$ cat src/rtl/apb_uart_rx_if.sv
`default_nettype none
// ============================================================================
// apb_uart_rx_if : APB bus bundle between the master bridge and apb_uart_rx
// Revision 1.0
// ============================================================================
interface apb_uart_rx_if;
  logic        PSEL;
  logic        PENABLE;
  logic        PWRITE;
  logic [4:0]  PADDR;
  logic [31:0] PWDATA;
  logic [31:0] PRDATA;
  logic        PREADY;

  modport master (
    output PSEL, PENABLE, PWRITE, PADDR, PWDATA,
    input  PRDATA, PREADY
  );

  modport slave (
    input  PSEL, PENABLE, PWRITE, PADDR, PWDATA,
    output PRDATA, PREADY
  );
endinterface
`default_nettype wire

$ cat src/rtl/apb_uart_rx.sv
`default_nettype none
// ============================================================================
// apb_uart_rx : APB slave 8N1 UART receiver, 16x oversampling, receive FIFO
// Revision 1.0
// ============================================================================
module apb_uart_rx #(
  parameter int          FIFO_DEPTH  = 8,
  parameter logic [15:0] DEFAULT_DIV = 16'd1
) (
  input  logic          PCLK,
  input  logic          PRESET,
  apb_uart_rx_if.slave  apb,
  input  logic          rx,
  output logic          rx_irq
);

  localparam int PTR_W = (FIFO_DEPTH > 1) ? $clog2(FIFO_DEPTH) : 1;
  localparam int CNT_W = PTR_W + 1;

  localparam logic [1:0] ADDR_RXDATA = 2'd0;
  localparam logic [1:0] ADDR_STATUS = 2'd1;
  localparam logic [1:0] ADDR_BAUD   = 2'd2;
  localparam logic [1:0] ADDR_CTRL   = 2'd3;

  typedef enum logic [1:0] {
    ST_IDLE  = 2'd0,
    ST_START = 2'd1,
    ST_DATA  = 2'd2,
    ST_STOP  = 2'd3
  } state_e;

  logic             sync1_q, sync2_q, rxs_prev_q;
  logic [15:0]      baud_q, div_cnt_q;
  logic             en_q, irq_en_q;
  state_e           state_q, state_d;
  logic [3:0]       tcnt_q, tcnt_d;
  logic [2:0]       bit_q, bit_d;
  logic [7:0]       shift_q, shift_d;
  logic [7:0]       mem_q [FIFO_DEPTH];
  logic [PTR_W-1:0] wr_ptr_q, rd_ptr_q;
  logic [CNT_W-1:0] count_q;
  logic             ovr_q, fe_q;
  logic [31:0]      prdata_q, prdata_d;
  logic             pready_q, acc_q, irq_q;

  logic rx_s, tick, push_req, frame_set;
  logic access_first, wr_en, rd_en, pop, flush, push_ok, ovr_set;
  logic clr_ovr, clr_fe, fifo_empty, fifo_full, busy;
  logic unused_bits;

  assign rx_s       = sync2_q;
  assign tick       = (div_cnt_q == baud_q);
  assign busy       = (state_q != ST_IDLE);
  assign fifo_empty = (count_q == '0);
  assign fifo_full  = (count_q == CNT_W'(FIFO_DEPTH));

  // An access is claimed once; acc_q blocks re-triggering while PSEL/PENABLE linger.
  assign access_first = apb.PSEL & apb.PENABLE & ~acc_q;
  assign wr_en        = access_first &  apb.PWRITE & ~apb.PADDR[4];
  assign rd_en        = access_first & ~apb.PWRITE & ~apb.PADDR[4];
  assign pop          = rd_en & (apb.PADDR[3:2] == ADDR_RXDATA) & ~fifo_empty;
  assign flush        = wr_en & (apb.PADDR[3:2] == ADDR_CTRL) & apb.PWDATA[2];
  assign clr_ovr      = wr_en & (apb.PADDR[3:2] == ADDR_STATUS) & apb.PWDATA[2];
  assign clr_fe       = wr_en & (apb.PADDR[3:2] == ADDR_STATUS) & apb.PWDATA[3];
  assign push_ok      = push_req & (~fifo_full | pop);
  assign ovr_set      = push_req & fifo_full & ~pop & ~flush;

  assign apb.PRDATA = prdata_q;
  assign apb.PREADY = pready_q;
  assign rx_irq     = irq_q;
  assign unused_bits = ^{apb.PWDATA[31:16], apb.PADDR[1:0]};

  always_comb begin
    prdata_d = '0;
    if (!apb.PADDR[4]) begin
      case (apb.PADDR[3:2])
        ADDR_RXDATA: if (!fifo_empty) prdata_d = {24'd0, mem_q[rd_ptr_q]};
        ADDR_STATUS: prdata_d = {19'd0, 5'(count_q), 3'd0, busy, fe_q, ovr_q,
                                 fifo_full, ~fifo_empty};
        ADDR_BAUD:   prdata_d = {16'd0, baud_q};
        ADDR_CTRL:   prdata_d = {30'd0, irq_en_q, en_q};
        default:     prdata_d = '0;
      endcase
    end
  end

  always_comb begin
    state_d   = state_q;
    tcnt_d    = tcnt_q;
    bit_d     = bit_q;
    shift_d   = shift_q;
    push_req  = 1'b0;
    frame_set = 1'b0;
    if (!en_q) begin
      state_d = ST_IDLE;
    end else begin
      case (state_q)
        ST_IDLE: begin
          if (rxs_prev_q && !rx_s) begin
            state_d = ST_START;
            tcnt_d  = 4'd0;
          end
        end
        ST_START: begin
          if (tick) begin
            if (tcnt_q == 4'd7) begin
              tcnt_d  = 4'd0;
              bit_d   = 3'd0;
              state_d = rx_s ? ST_IDLE : ST_DATA;
            end else begin
              tcnt_d = tcnt_q + 4'd1;
            end
          end
        end
        ST_DATA: begin
          if (tick) begin
            tcnt_d = tcnt_q + 4'd1;
            if (tcnt_q == 4'd15) begin
              shift_d = {rx_s, shift_q[7:1]};
              bit_d   = bit_q + 3'd1;
              if (bit_q == 3'd7) state_d = ST_STOP;
            end
          end
        end
        ST_STOP: begin
          if (tick) begin
            tcnt_d = tcnt_q + 4'd1;
            if (tcnt_q == 4'd15) begin
              push_req  = rx_s;
              frame_set = ~rx_s;
              state_d   = ST_IDLE;
            end
          end
        end
        default: state_d = ST_IDLE;
      endcase
    end
  end

  always_ff @(posedge PCLK) begin
    if (push_ok && !flush) mem_q[wr_ptr_q] <= shift_q;
  end

  always_ff @(posedge PCLK) begin
    if (PRESET) begin
      sync1_q    <= 1'b1;
      sync2_q    <= 1'b1;
      rxs_prev_q <= 1'b1;
      baud_q     <= DEFAULT_DIV;
      div_cnt_q  <= '0;
      en_q       <= 1'b1;
      irq_en_q   <= 1'b0;
      state_q    <= ST_IDLE;
      tcnt_q     <= '0;
      bit_q      <= '0;
      shift_q    <= '0;
      wr_ptr_q   <= '0;
      rd_ptr_q   <= '0;
      count_q    <= '0;
      ovr_q      <= 1'b0;
      fe_q       <= 1'b0;
      prdata_q   <= '0;
      pready_q   <= 1'b0;
      acc_q      <= 1'b0;
      irq_q      <= 1'b0;
    end else begin
      sync1_q    <= rx;
      sync2_q    <= sync1_q;
      rxs_prev_q <= sync2_q;
      state_q    <= state_d;
      tcnt_q     <= tcnt_d;
      bit_q      <= bit_d;
      shift_q    <= shift_d;
      acc_q      <= apb.PSEL & apb.PENABLE;
      pready_q   <= access_first;
      irq_q      <= ~fifo_empty & irq_en_q;

      if (access_first && !apb.PWRITE) prdata_q <= prdata_d;

      if (wr_en && apb.PADDR[3:2] == ADDR_BAUD) begin
        baud_q    <= apb.PWDATA[15:0];
        div_cnt_q <= '0;
      end else if (tick) begin
        div_cnt_q <= '0;
      end else begin
        div_cnt_q <= div_cnt_q + 16'd1;
      end

      if (wr_en && apb.PADDR[3:2] == ADDR_CTRL) begin
        en_q     <= apb.PWDATA[0];
        irq_en_q <= apb.PWDATA[1];
      end

      // Set beats clear so an error arriving with its W1C is not lost.
      ovr_q <= ovr_set   | (ovr_q & ~clr_ovr);
      fe_q  <= frame_set | (fe_q  & ~clr_fe);

      if (flush) begin
        wr_ptr_q <= '0;
        rd_ptr_q <= '0;
        count_q  <= '0;
      end else begin
        if (push_ok) wr_ptr_q <= wr_ptr_q + PTR_W'(1);
        if (pop)     rd_ptr_q <= rd_ptr_q + PTR_W'(1);
        if (push_ok && !pop)      count_q <= count_q + CNT_W'(1);
        else if (!push_ok && pop) count_q <= count_q - CNT_W'(1);
      end
    end
  end

endmodule
`default_nettype wire

$ cat src/flat_wrapper.sv
// flat-port wrapper written by rule: the top's interface ports become plain ports
module apb_uart_rx_flat 
#(
  parameter int          FIFO_DEPTH  = 8,
  parameter logic [15:0] DEFAULT_DIV = 16'd1
)
  (PCLK, PRESET, rx, rx_irq, apb_PSEL, apb_PENABLE, apb_PWRITE, apb_PADDR, apb_PWDATA, apb_PRDATA, apb_PREADY);
  apb_uart_rx_if apb_i ();
  input  logic PCLK;
  input  logic PRESET;
  input  logic rx;
  output logic rx_irq;
  input wire logic [$bits(apb_i.PSEL)-1:0] apb_PSEL;
  input wire logic [$bits(apb_i.PENABLE)-1:0] apb_PENABLE;
  input wire logic [$bits(apb_i.PWRITE)-1:0] apb_PWRITE;
  input wire logic [$bits(apb_i.PADDR)-1:0] apb_PADDR;
  input wire logic [$bits(apb_i.PWDATA)-1:0] apb_PWDATA;
  output wire logic [$bits(apb_i.PRDATA)-1:0] apb_PRDATA;
  output wire logic [$bits(apb_i.PREADY)-1:0] apb_PREADY;
  assign apb_i.PSEL = apb_PSEL;
  assign apb_i.PENABLE = apb_PENABLE;
  assign apb_i.PWRITE = apb_PWRITE;
  assign apb_i.PADDR = apb_PADDR;
  assign apb_i.PWDATA = apb_PWDATA;
  assign apb_PRDATA = apb_i.PRDATA;
  assign apb_PREADY = apb_i.PREADY;
  apb_uart_rx #(.FIFO_DEPTH(FIFO_DEPTH), .DEFAULT_DIV(DEFAULT_DIV)) u_core (.PCLK(PCLK), .PRESET(PRESET), .apb(apb_i), .rx(rx), .rx_irq(rx_irq));
endmodule
$ cat config.mk
export PLATFORM = sky130hd
export DESIGN_NAME = apb_uart_rx_flat
export DESIGN_NICKNAME = d
export VERILOG_FILES = /design/src/rtl/apb_uart_rx_if.sv /design/src/rtl/apb_uart_rx.sv /design/src/flat_wrapper.sv
export SDC_FILE = /design/constraint.sdc
export NUM_CORES = 1
export LEC_CHECK = 0
export ABC_AREA = 1
export CORE_MARGIN = 3
export CORE_UTILIZATION = 40
export CTS_CLUSTER_DIAMETER = 120
export DETAILED_ROUTE_END_ITERATION = 8
export PLACE_DENSITY = 0.62
export SLEW_MARGIN = 5
export SYNTH_ARGS = -nofsm -noshare
export SYNTH_HDL_FRONTEND = slang
export SYNTH_SLANG_ARGS = --single-unit
$ cat constraint.sdc
create_clock -name PCLK -period 3.7 [get_ports PCLK]
set_input_delay 0.555 -clock PCLK [delete_from_list [all_inputs] [get_ports PCLK]]
set_output_delay 0.555 -clock PCLK [all_outputs]
set_load 0.01 [all_outputs]
==> results of run 1 <==
## cells in the mapped netlist (2+ instances only)
cell type                  instances
sky130_fd_sc_hd__mux2i_1          12
sky130_fd_sc_hd__xnor2_1           3
sky130_fd_sc_hd__or2_2             3
sky130_fd_sc_hd__clkbuf_1         13
sky130_fd_sc_hd__nand2_1         128
sky130_fd_sc_hd__nor3b_1           4
sky130_fd_sc_hd__buf_2             8
sky130_fd_sc_hd__nor3_1            9
sky130_fd_sc_hd__inv_1            93
sky130_fd_sc_hd__o21bai_1          3
sky130_fd_sc_hd__o211ai_1         15
sky130_fd_sc_hd__inv_2            11
sky130_fd_sc_hd__ha_1             13
sky130_fd_sc_hd__or2_4             2
sky130_fd_sc_hd__a22oi_1           2
sky130_fd_sc_hd__nand3_2           3
sky130_fd_sc_hd__nor2_1           61
sky130_fd_sc_hd__o22ai_1           2
sky130_fd_sc_hd__nand4_1           6
sky130_fd_sc_hd__nand2_2           4
sky130_fd_sc_hd__o21ai_0          59
sky130_fd_sc_hd__dfxtp_1          88
sky130_fd_sc_hd__nand3_1          25
sky130_fd_sc_hd__a21oi_1          83
sky130_fd_sc_hd__xor2_1            3
sky130_fd_sc_hd__nor2_2            4
sky130_fd_sc_hd__a32oi_1           4
sky130_fd_sc_hd__and3_1            2
sky130_fd_sc_hd__edfxtp_1         64
sky130_fd_sc_hd__a211oi_1          3
sky130_fd_sc_hd__nor2_4            3
sky130_fd_sc_hd__buf_4            17
## layout by cell type, fill, tap and decap left out, types with 12 or more instances in the layout
| cell type | synthesis | final |
|---|---|---|
| sky130_fd_sc_hd__a21oi_1 | 83 | 83 |
| sky130_fd_sc_hd__buf_4 | 17 | 17 |
| sky130_fd_sc_hd__clkbuf_16 | 0 | 17 |
| sky130_fd_sc_hd__clkdlybuf4s50_1 | 0 | 42 |
| sky130_fd_sc_hd__conb_1 | 1 | 16 |
| sky130_fd_sc_hd__dfxtp_1 | 88 | 87 |
| sky130_fd_sc_hd__edfxtp_1 | 64 | 64 |
| sky130_fd_sc_hd__ha_1 | 13 | 13 |
| sky130_fd_sc_hd__inv_1 | 93 | 93 |
| sky130_fd_sc_hd__mux2i_1 | 12 | 12 |
| sky130_fd_sc_hd__nand2_1 | 128 | 128 |
| sky130_fd_sc_hd__nand3_1 | 25 | 25 |
| sky130_fd_sc_hd__nor2_1 | 61 | 61 |
| sky130_fd_sc_hd__o211ai_1 | 15 | 15 |
| sky130_fd_sc_hd__o21ai_0 | 59 | 59 |
## sequential cells by signal, summed over array words and instances (netlist names), 3 cells and up, named ones only
register and count:
u_core.bit_q 3, u_core.count_q 4, u_core.wr_ptr_q 3, u_core.tcnt_q 4
u_core.shift_q 8, u_core.div_cnt_q 16, u_core.baud_q 16, u_core.rd_ptr_q 3
u_core.mem_q 64, u_core.apb.PRDATA 16
## stage by stage
stage / area, sq um / instances
floorplan: 6920 / 785
global placement: 7520 / 1025
detailed placement: 7520 / 1025
CTS: 8150 / 1057
global route: 8150 / 1057
finish: 8150 / 1057
## worst min-delay path by stage
| stage | slack, ns | cells after the start | endpoint | startpoint |
|---|---|---|---|---|
| floorplan | 0.39 | 1 | u_core.rx_s$_SDFF_PP1_ | u_core.sync1_q$_SDFF_PP1_ |
| global placement | 0.40 | 1 | u_core.rx_s$_SDFF_PP1_ | u_core.sync1_q$_SDFF_PP1_ |
| detailed placement | 0.41 | 1 | u_core.rx_s$_SDFF_PP1_ | u_core.sync1_q$_SDFF_PP1_ |
| CTS | 0.42 | 1 | u_core.rx_s$_SDFF_PP1_ | u_core.sync1_q$_SDFF_PP1_ |
| global route | 0.44 | 1 | u_core.rx_s$_SDFF_PP1_ | u_core.sync1_q$_SDFF_PP1_ |
| finish | 0.42 | 1 | u_core.rx_s$_SDFF_PP1_ | u_core.sync1_q$_SDFF_PP1_ |
## power breakdown
| part | switching, mW | internal [mW] | total (mW) |
|---|---|---|---|
| logic | 0.196 | 0.111 | 0.307 |
| clock network | 0.680 | 1.19 | 1.87 |
| registers | 0.0255 | 1.76 | 1.78 |
## worst reg2reg max path, stage by stage (launching register included)
cell and delay (ns):
sky130_fd_sc_hd__dfxtp_1 0.42, sky130_fd_sc_hd__inv_2 0.04, sky130_fd_sc_hd__nand2_1 0.05, sky130_fd_sc_hd__nand2_1 0.04, sky130_fd_sc_hd__nor2_1 0.16, sky130_fd_sc_hd__nand2_1 0.10
sky130_fd_sc_hd__nor2_2 0.19, sky130_fd_sc_hd__nand3_2 0.16, sky130_fd_sc_hd__inv_2 0.13, sky130_fd_sc_hd__nand3_4 0.09, sky130_fd_sc_hd__inv_2 0.09, sky130_fd_sc_hd__ha_1 0.19
sky130_fd_sc_hd__inv_1 0.10, sky130_fd_sc_hd__ha_1 0.32, sky130_fd_sc_hd__and3_1 0.19, sky130_fd_sc_hd__a211oi_1 0.23, sky130_fd_sc_hd__nor2_1 0.07, sky130_fd_sc_hd__nor2_1 0.08
sky130_fd_sc_hd__nand2_1 0.07, sky130_fd_sc_hd__nand2_1 0.05, sky130_fd_sc_hd__nor3b_1 0.16
## metal layers
layer | wire (um) | vias to the layer above | global-route usage [%] | share of wire, %
met2 | 6850 | 105 | 25.2 | 44
met5 | 0 | - | 0 | 0
li1 | - | 2652 | - | -
met3 | 591 | 28 | 3.64 | 3.8
met1 | 7660 | 2434 | 24.0 | 49
met4 | 435 | 0 | 8.09 | 2.8
## final cells by class
| class | count | area share [%] |
|---|---|---|
| sequential | 152 | 45.2 |
| timing repair buffer | 59 | 6.72 |
| clock buffer | 19 | 5.31 |
| multi-input combinational | 489 | 32.1 |
| clock inverter | 13 | 2.47 |
| inverter | 105 | 4.83 |
| tap | 220 | 3.38 |
## logic make-up after synthesis
logic type | after synthesis | share of synthesized area, %
xor+xnor | 6 | 0.765
fa+ha+maj | 14 | 2.66
compound gates | 179 | 14.4
flops | 152 | 53.6
buf+inv | 144 | 9.06
simple gates | 262 | 17.6
mux | 12 | 1.75
other cells | 1 | 0.0546
==> flow_metrics.env, run 1 <==
export IMPL_result_of_the_run="finished clean"
export IMPL_grt_overflow=0
export IMPL_power_density_nw_per_um2=486
export IMPL_critical_path_slowest_cell="sky130_fd_sc_hd__clkdlybuf4s50_1"
export IMPL_r2r_start="u_core.div_cnt_q[2]$_SDFF_PP0_"
export IMPL_routed_via_density=4.94
export IMPL_dieWidth_um=137
export IMPL_syn_area_per_cell_sq_um=8.92
export IMPL_multiInputGateArea_sq_um=2620
export IMPL_setup_slack_at_placement_ns=0.198
export IMPL_postCtsResizedCells=0
export IMPL_post_synth_main_area_contributors="sky130_fd_sc_hd__edfxtp_1 28%, sky130_fd_sc_hd__dfxtp_1 26%, sky130_fd_sc_hd__nand2_1 7.0%"
export IMPL_ctsHtreeMaxLevel=4
export IMPL_layout_drive_gt1_share_pct=10.2
export IMPL_cap_violations=0
export IMPL_initialDrtViolationCount=384
export IMPL_flow_area_growth_from_synthesis_pct=18.7
export IMPL_timing_critical_path_slowest_cell_delay_ns=0.46
export IMPL_clk_pin_slew_ns=0.06
export IMPL_power_total_mw=3.96
export IMPL_grt_antenna_before_repair=0
export IMPL_core_area_sq_um=16700
export IMPL_grt_setup_unrepaired="no"
export IMPL_cp_start_kind="input pin"
export IMPL_die_span_in_y_um=137
export IMPL_crit_chain="clkdlybuf4s50_1 > nand2_1 > or2_4 > nor2_4 > nand2_4 > nor2_8 > nor2_1 > inv_2 > nand3_4 > inv_2 > ha_1 > inv_1 > ha_1 > and3_1 > a211oi_1 > nor2_1 > nor2_1 > nand2_1 > nand2_1 > nor3b_1"
export IMPL_route_antenna_remaining_nets=0
export IMPL_clockBufferDepth=2
export IMPL_layout_filler_cells=1584
export IMPL_timing_critical_path_to="u_core.count_q[3]$_SDFFE_PP0P_"
export IMPL_worst_setup_path_startpoint="apb_PSEL"
export IMPL_ys_warnings_count=0
export IMPL_synthFlopType="sky130_fd_sc_hd__dfxtp_1"
export IMPL_leakage_nw=2.98
export IMPL_rows=47
export IMPL_timing_max_transition_violations_final=0
export IMPL_area_fraction_of_the_dominant_cell_type_after_synthesis_pct=28.0
export IMPL_timing_critical_path_arrival_ns=3.41
export IMPL_area_of_the_mapped_netlist_sq_um=6870
export IMPL_num_io_pins=77
export IMPL_io_buffer_count=42
export IMPL_synth_cells=770
export IMPL_numCtsBuffers=17
export IMPL_worst_setup_path_type="input pin to flop"
export IMPL_slew_hr_pct=36.7
export IMPL_initial_core_util_pct=41.1
export IMPL_r2r_end="u_core.count_q[3]$_SDFFE_PP0P_"
export IMPL_cts_root_buf="sky130_fd_sc_hd__clkbuf_16"
export IMPL_drc=0
export IMPL_finalWorstPathRequiredPeriod_ns=3.06
export IMPL_post_route_worst_setup_slack_ns=0.641
export IMPL_postRouteWirelength_um=15500
export IMPL_fin_skew_ns=0.0105
export IMPL_dp_hpwl_um=10600
export IMPL_num_nets_final=881
export IMPL_antenna_cells=0
export IMPL_critical_path_endpoint_category="flop"
export IMPL_final_period_utilization_pct=82.7
export IMPL_cts_sinks=152
export IMPL_worst_hold_path_type="flop to flop"
export IMPL_post_dr_wirelength_cell_um=14.7
export IMPL_grt_util_all_layers_pct=17.1
export IMPL_ir_drop_mv=0.303
export IMPL_floorplan_die_area_sq_um=18800
export IMPL_synthDominantAreaCellType="sky130_fd_sc_hd__edfxtp_1"
export IMPL_grt_pass1_vias=4743
export IMPL_r2r_setup_slack_ns=0.68
export IMPL_drt_first_pass_iters=5
export IMPL_finalSetupTns_ns=0
export IMPL_max_clock_freq_ghz=0.327
export IMPL_worst_pin_slew_ns=0.945
export IMPL_synthDistinctLibCells=52
export IMPL_layout_area_seq_sq_um=3680
export IMPL_final_core_utilization_pct=48.8
export IMPL_critical_path_buf_inv_count=4
export IMPL_postCtsSetupRepairBufs=0
export IMPL_synth_enable_flop_cells=64
export IMPL_clock_insertion_delay_worst_skew_ns=0.43
export IMPL_cts_tree="done"
export IMPL_cpLargestDelayFamily="simple AND/OR/NAND/NOR gates"
export IMPL_grt_max_degree=44
export IMPL_post_cts_hold_buffer_count=0
export IMPL_num_vias=5219
export IMPL_async_flop_share_pct=0
export IMPL_cp_required_ns=4.05
export IMPL_r2r_cells=20
export IMPL_cp_num_cells=20
export IMPL_gp_congestion=0.826
export IMPL_yosys_register_bits=152
export IMPL_global_route_wire_length_before_repair_um=24500
export IMPL_worst_path_max_fanout=7
export IMPL_yosysSeqAreaShare_pct=53.6
export IMPL_hold_slack_ns=0.422
export IMPL_setup_viol=0
export IMPL_hold_violations=0
Note: power is estimated with default switching activity, not from simulation.
==> run 2, diff against run 1 <==
clock period = 3.01 ns   (was 3.7 ns; I/O delays follow)
==> flow_metrics.env, run 2 (same netlist as run 1, synthesis figures left out) <==
export IMPL_result_of_the_run="finished clean"
export IMPL_core_area_sq_um=16700
export IMPL_final_design_area_excluding_fillers_sq_um=8330
export IMPL_leakage_nw=3.08
export IMPL_r2r_setup_slack_ns=0.26
export IMPL_postRouteWirelength_um=15600
export IMPL_clk_pin_slew_ns=0.06
export IMPL_largest_register_ffs=64
export IMPL_numCtsBuffers=17
export IMPL_max_clock_freq_ghz=0.362
export IMPL_route_antenna_remaining_nets=0
export IMPL_io_buffer_count=42
export IMPL_cp_start_kind="input pin"
export IMPL_final_core_utilization_pct=49.9
export IMPL_cp_required_ns=3.37
export IMPL_antenna_cells=0
export IMPL_num_io_pins=77
export IMPL_initial_core_util_pct=41.1
export IMPL_grt_overflow=0
export IMPL_power_total_mw=4.69
export IMPL_routed_via_density=4.90
export IMPL_fin_skew_ns=0.00607
export IMPL_drt_first_pass_iters=5
export IMPL_grt_pass1_vias=4951
export IMPL_layout_filler_cells=1572
export IMPL_ir_drop_mv=0.389
export IMPL_floorplan_die_area_sq_um=18800
export IMPL_flow_area_growth_from_synthesis_pct=21.3
export IMPL_post_dr_wirelength_cell_um=14.4
export IMPL_timing_max_transition_violations_final=0
export IMPL_ctsHtreeMaxLevel=4
export IMPL_dp_hpwl_um=11100
export IMPL_worst_path_max_fanout=7
export IMPL_final_cell_mix="128 x sky130_fd_sc_hd__nand2_1, 92 x sky130_fd_sc_hd__inv_1, 83 x sky130_fd_sc_hd__a21oi_1, 81 x sky130_fd_sc_hd__dfxtp_1, 64 x sky130_fd_sc_hd__edfxtp_1"
export IMPL_num_vias=5300
export IMPL_cts_tree="done"
export IMPL_slew_hr_pct=60.6
export IMPL_layout_drive_gt1_share_pct=13.6
export IMPL_clockBufferDepth=2
export IMPL_grt_antenna_before_repair=0
export IMPL_grt_max_degree=30
export IMPL_power_density_nw_per_um2=564
export IMPL_grt_util_all_layers_pct=17.6
export IMPL_gp_congestion=0.840
export IMPL_setup_slack_at_placement_ns=-0.213
export IMPL_final_common_cell="sky130_fd_sc_hd__nand2_1"
export IMPL_worst_hold_path_type="flop to flop"
export IMPL_finalWorstPathRequiredPeriod_ns=2.76
export IMPL_global_route_wire_length_before_repair_um=25100
export IMPL_rows=47
export IMPL_final_period_utilization_pct=91.7
export IMPL_worst_pin_slew_ns=0.591
export IMPL_cap_violations=0
export IMPL_setup_viol=0
export IMPL_initialDrtViolationCount=378
export IMPL_post_cts_hold_buffer_count=0
export IMPL_post_dp_cell_area_sq_um=7690
export IMPL_largest_register="u_core.mem_q"
export IMPL_num_nets_final=905
export IMPL_post_route_worst_setup_slack_ns=0.249
export IMPL_worst_setup_path_type="input pin to flop"
export IMPL_cts_sinks=152
export IMPL_die_span_in_y_um=137
export IMPL_clock_insertion_delay_worst_skew_ns=0.43
export IMPL_cts_root_buf="sky130_fd_sc_hd__clkbuf_16"
export IMPL_timing_critical_path_arrival_ns=3.12
export IMPL_placed_cells_incl_taps=1048
export IMPL_drc=0
export IMPL_final_cell_count_no_fill=1081
export IMPL_critical_path_endpoint_category="flop"
export IMPL_hold_violations=0
export IMPL_dieWidth_um=137
==> run 2: changes by cell type in the layout (fill, tap and decap cells not counted), sizes merged <==
cell      delta
bufinv       -2
clkinvlp     -1
clkinv       +1
inv          -1
buf         +24
clkbuf       +3
==> run 2: repair_timing <==
item                                    in CTS  in global routing
endpoints found under the setup margin       0                  1
resized for setup                            0                 14
setup buffers                                0                  1
hold endpoints to repair                     0                  0
==> run 2: final cells by class <==
type / count / area, sq um / share of cell area [%]
flip-flops and latches: 152 / 3690 / 44.3
multi-input cells: 489 / 2660 / 31.9
repair buffers: 83 / 728 / 8.74
clock buffers: 22 / 454 / 5.45
inverters: 105 / 394 / 4.73
well taps: 220 / 275 / 3.30
clock inverters: 10 / 128 / 1.53
==> run 2: worst paths after layout <==
kind | start | to | cells after the start
setup / recovery | apb_PSEL | u_core.count_q[3]$_SDFFE_PP0P_ | 18
hold / removal | u_core.sync1_q$_SDFF_PP1_ | u_core.rx_s$_SDFF_PP1_ | 1
setup reg to reg | u_core.count_q[2]$_SDFFE_PP0P_ | u_core.count_q[3]$_SDFFE_PP0P_ | 20
hold reg to reg | u_core.sync1_q$_SDFF_PP1_ | u_core.rx_s$_SDFF_PP1_ | 1
==> run 2: per-stage QoR <==
step,hold WS [ns],TNS (ns)
4_1_cts,0.407,0
5_1_grt,0.433,-0.0303
2_1_floorplan,0.389,0
6_report,0.408,0
3_5_place_dp,0.394,-0.213
3_3_place_gp,0.392,-0.177
==> run 2: layer usage <==
layer,wire length [um],GRT usage [%],share of wire (%)
met5,0,0,0
met3,702,3.79,4.5
met4,269,6.54,1.7
met1,7460,24.2,48
met2,7180,27.3,46
==> run 2: report_power, final <==
group	internal (mW)	switching (mW)
Clock	1.31	0.801
Sequential	2.16	0.0316
Combinational	0.145	0.240
Total	3.62	1.07
==> run 2: critical path, stage by stage <==
cell and delay [ns]:
sky130_fd_sc_hd__clkdlybuf4s50_1 0.45, sky130_fd_sc_hd__nand2_1 0.06, sky130_fd_sc_hd__or2_4 0.24, sky130_fd_sc_hd__nor2_4 0.11
sky130_fd_sc_hd__nand2_4 0.08, sky130_fd_sc_hd__nor2_8 0.09, sky130_fd_sc_hd__buf_4 0.17, sky130_fd_sc_hd__inv_1 0.06
sky130_fd_sc_hd__ha_1 0.19, sky130_fd_sc_hd__inv_1 0.14, sky130_fd_sc_hd__ha_1 0.25, sky130_fd_sc_hd__and3_1 0.17
sky130_fd_sc_hd__a211oi_2 0.22, sky130_fd_sc_hd__nor2_1 0.06, sky130_fd_sc_hd__nor2_1 0.08, sky130_fd_sc_hd__nand2_1 0.08
sky130_fd_sc_hd__nand2_1 0.07, sky130_fd_sc_hd__nor3b_2 0.14
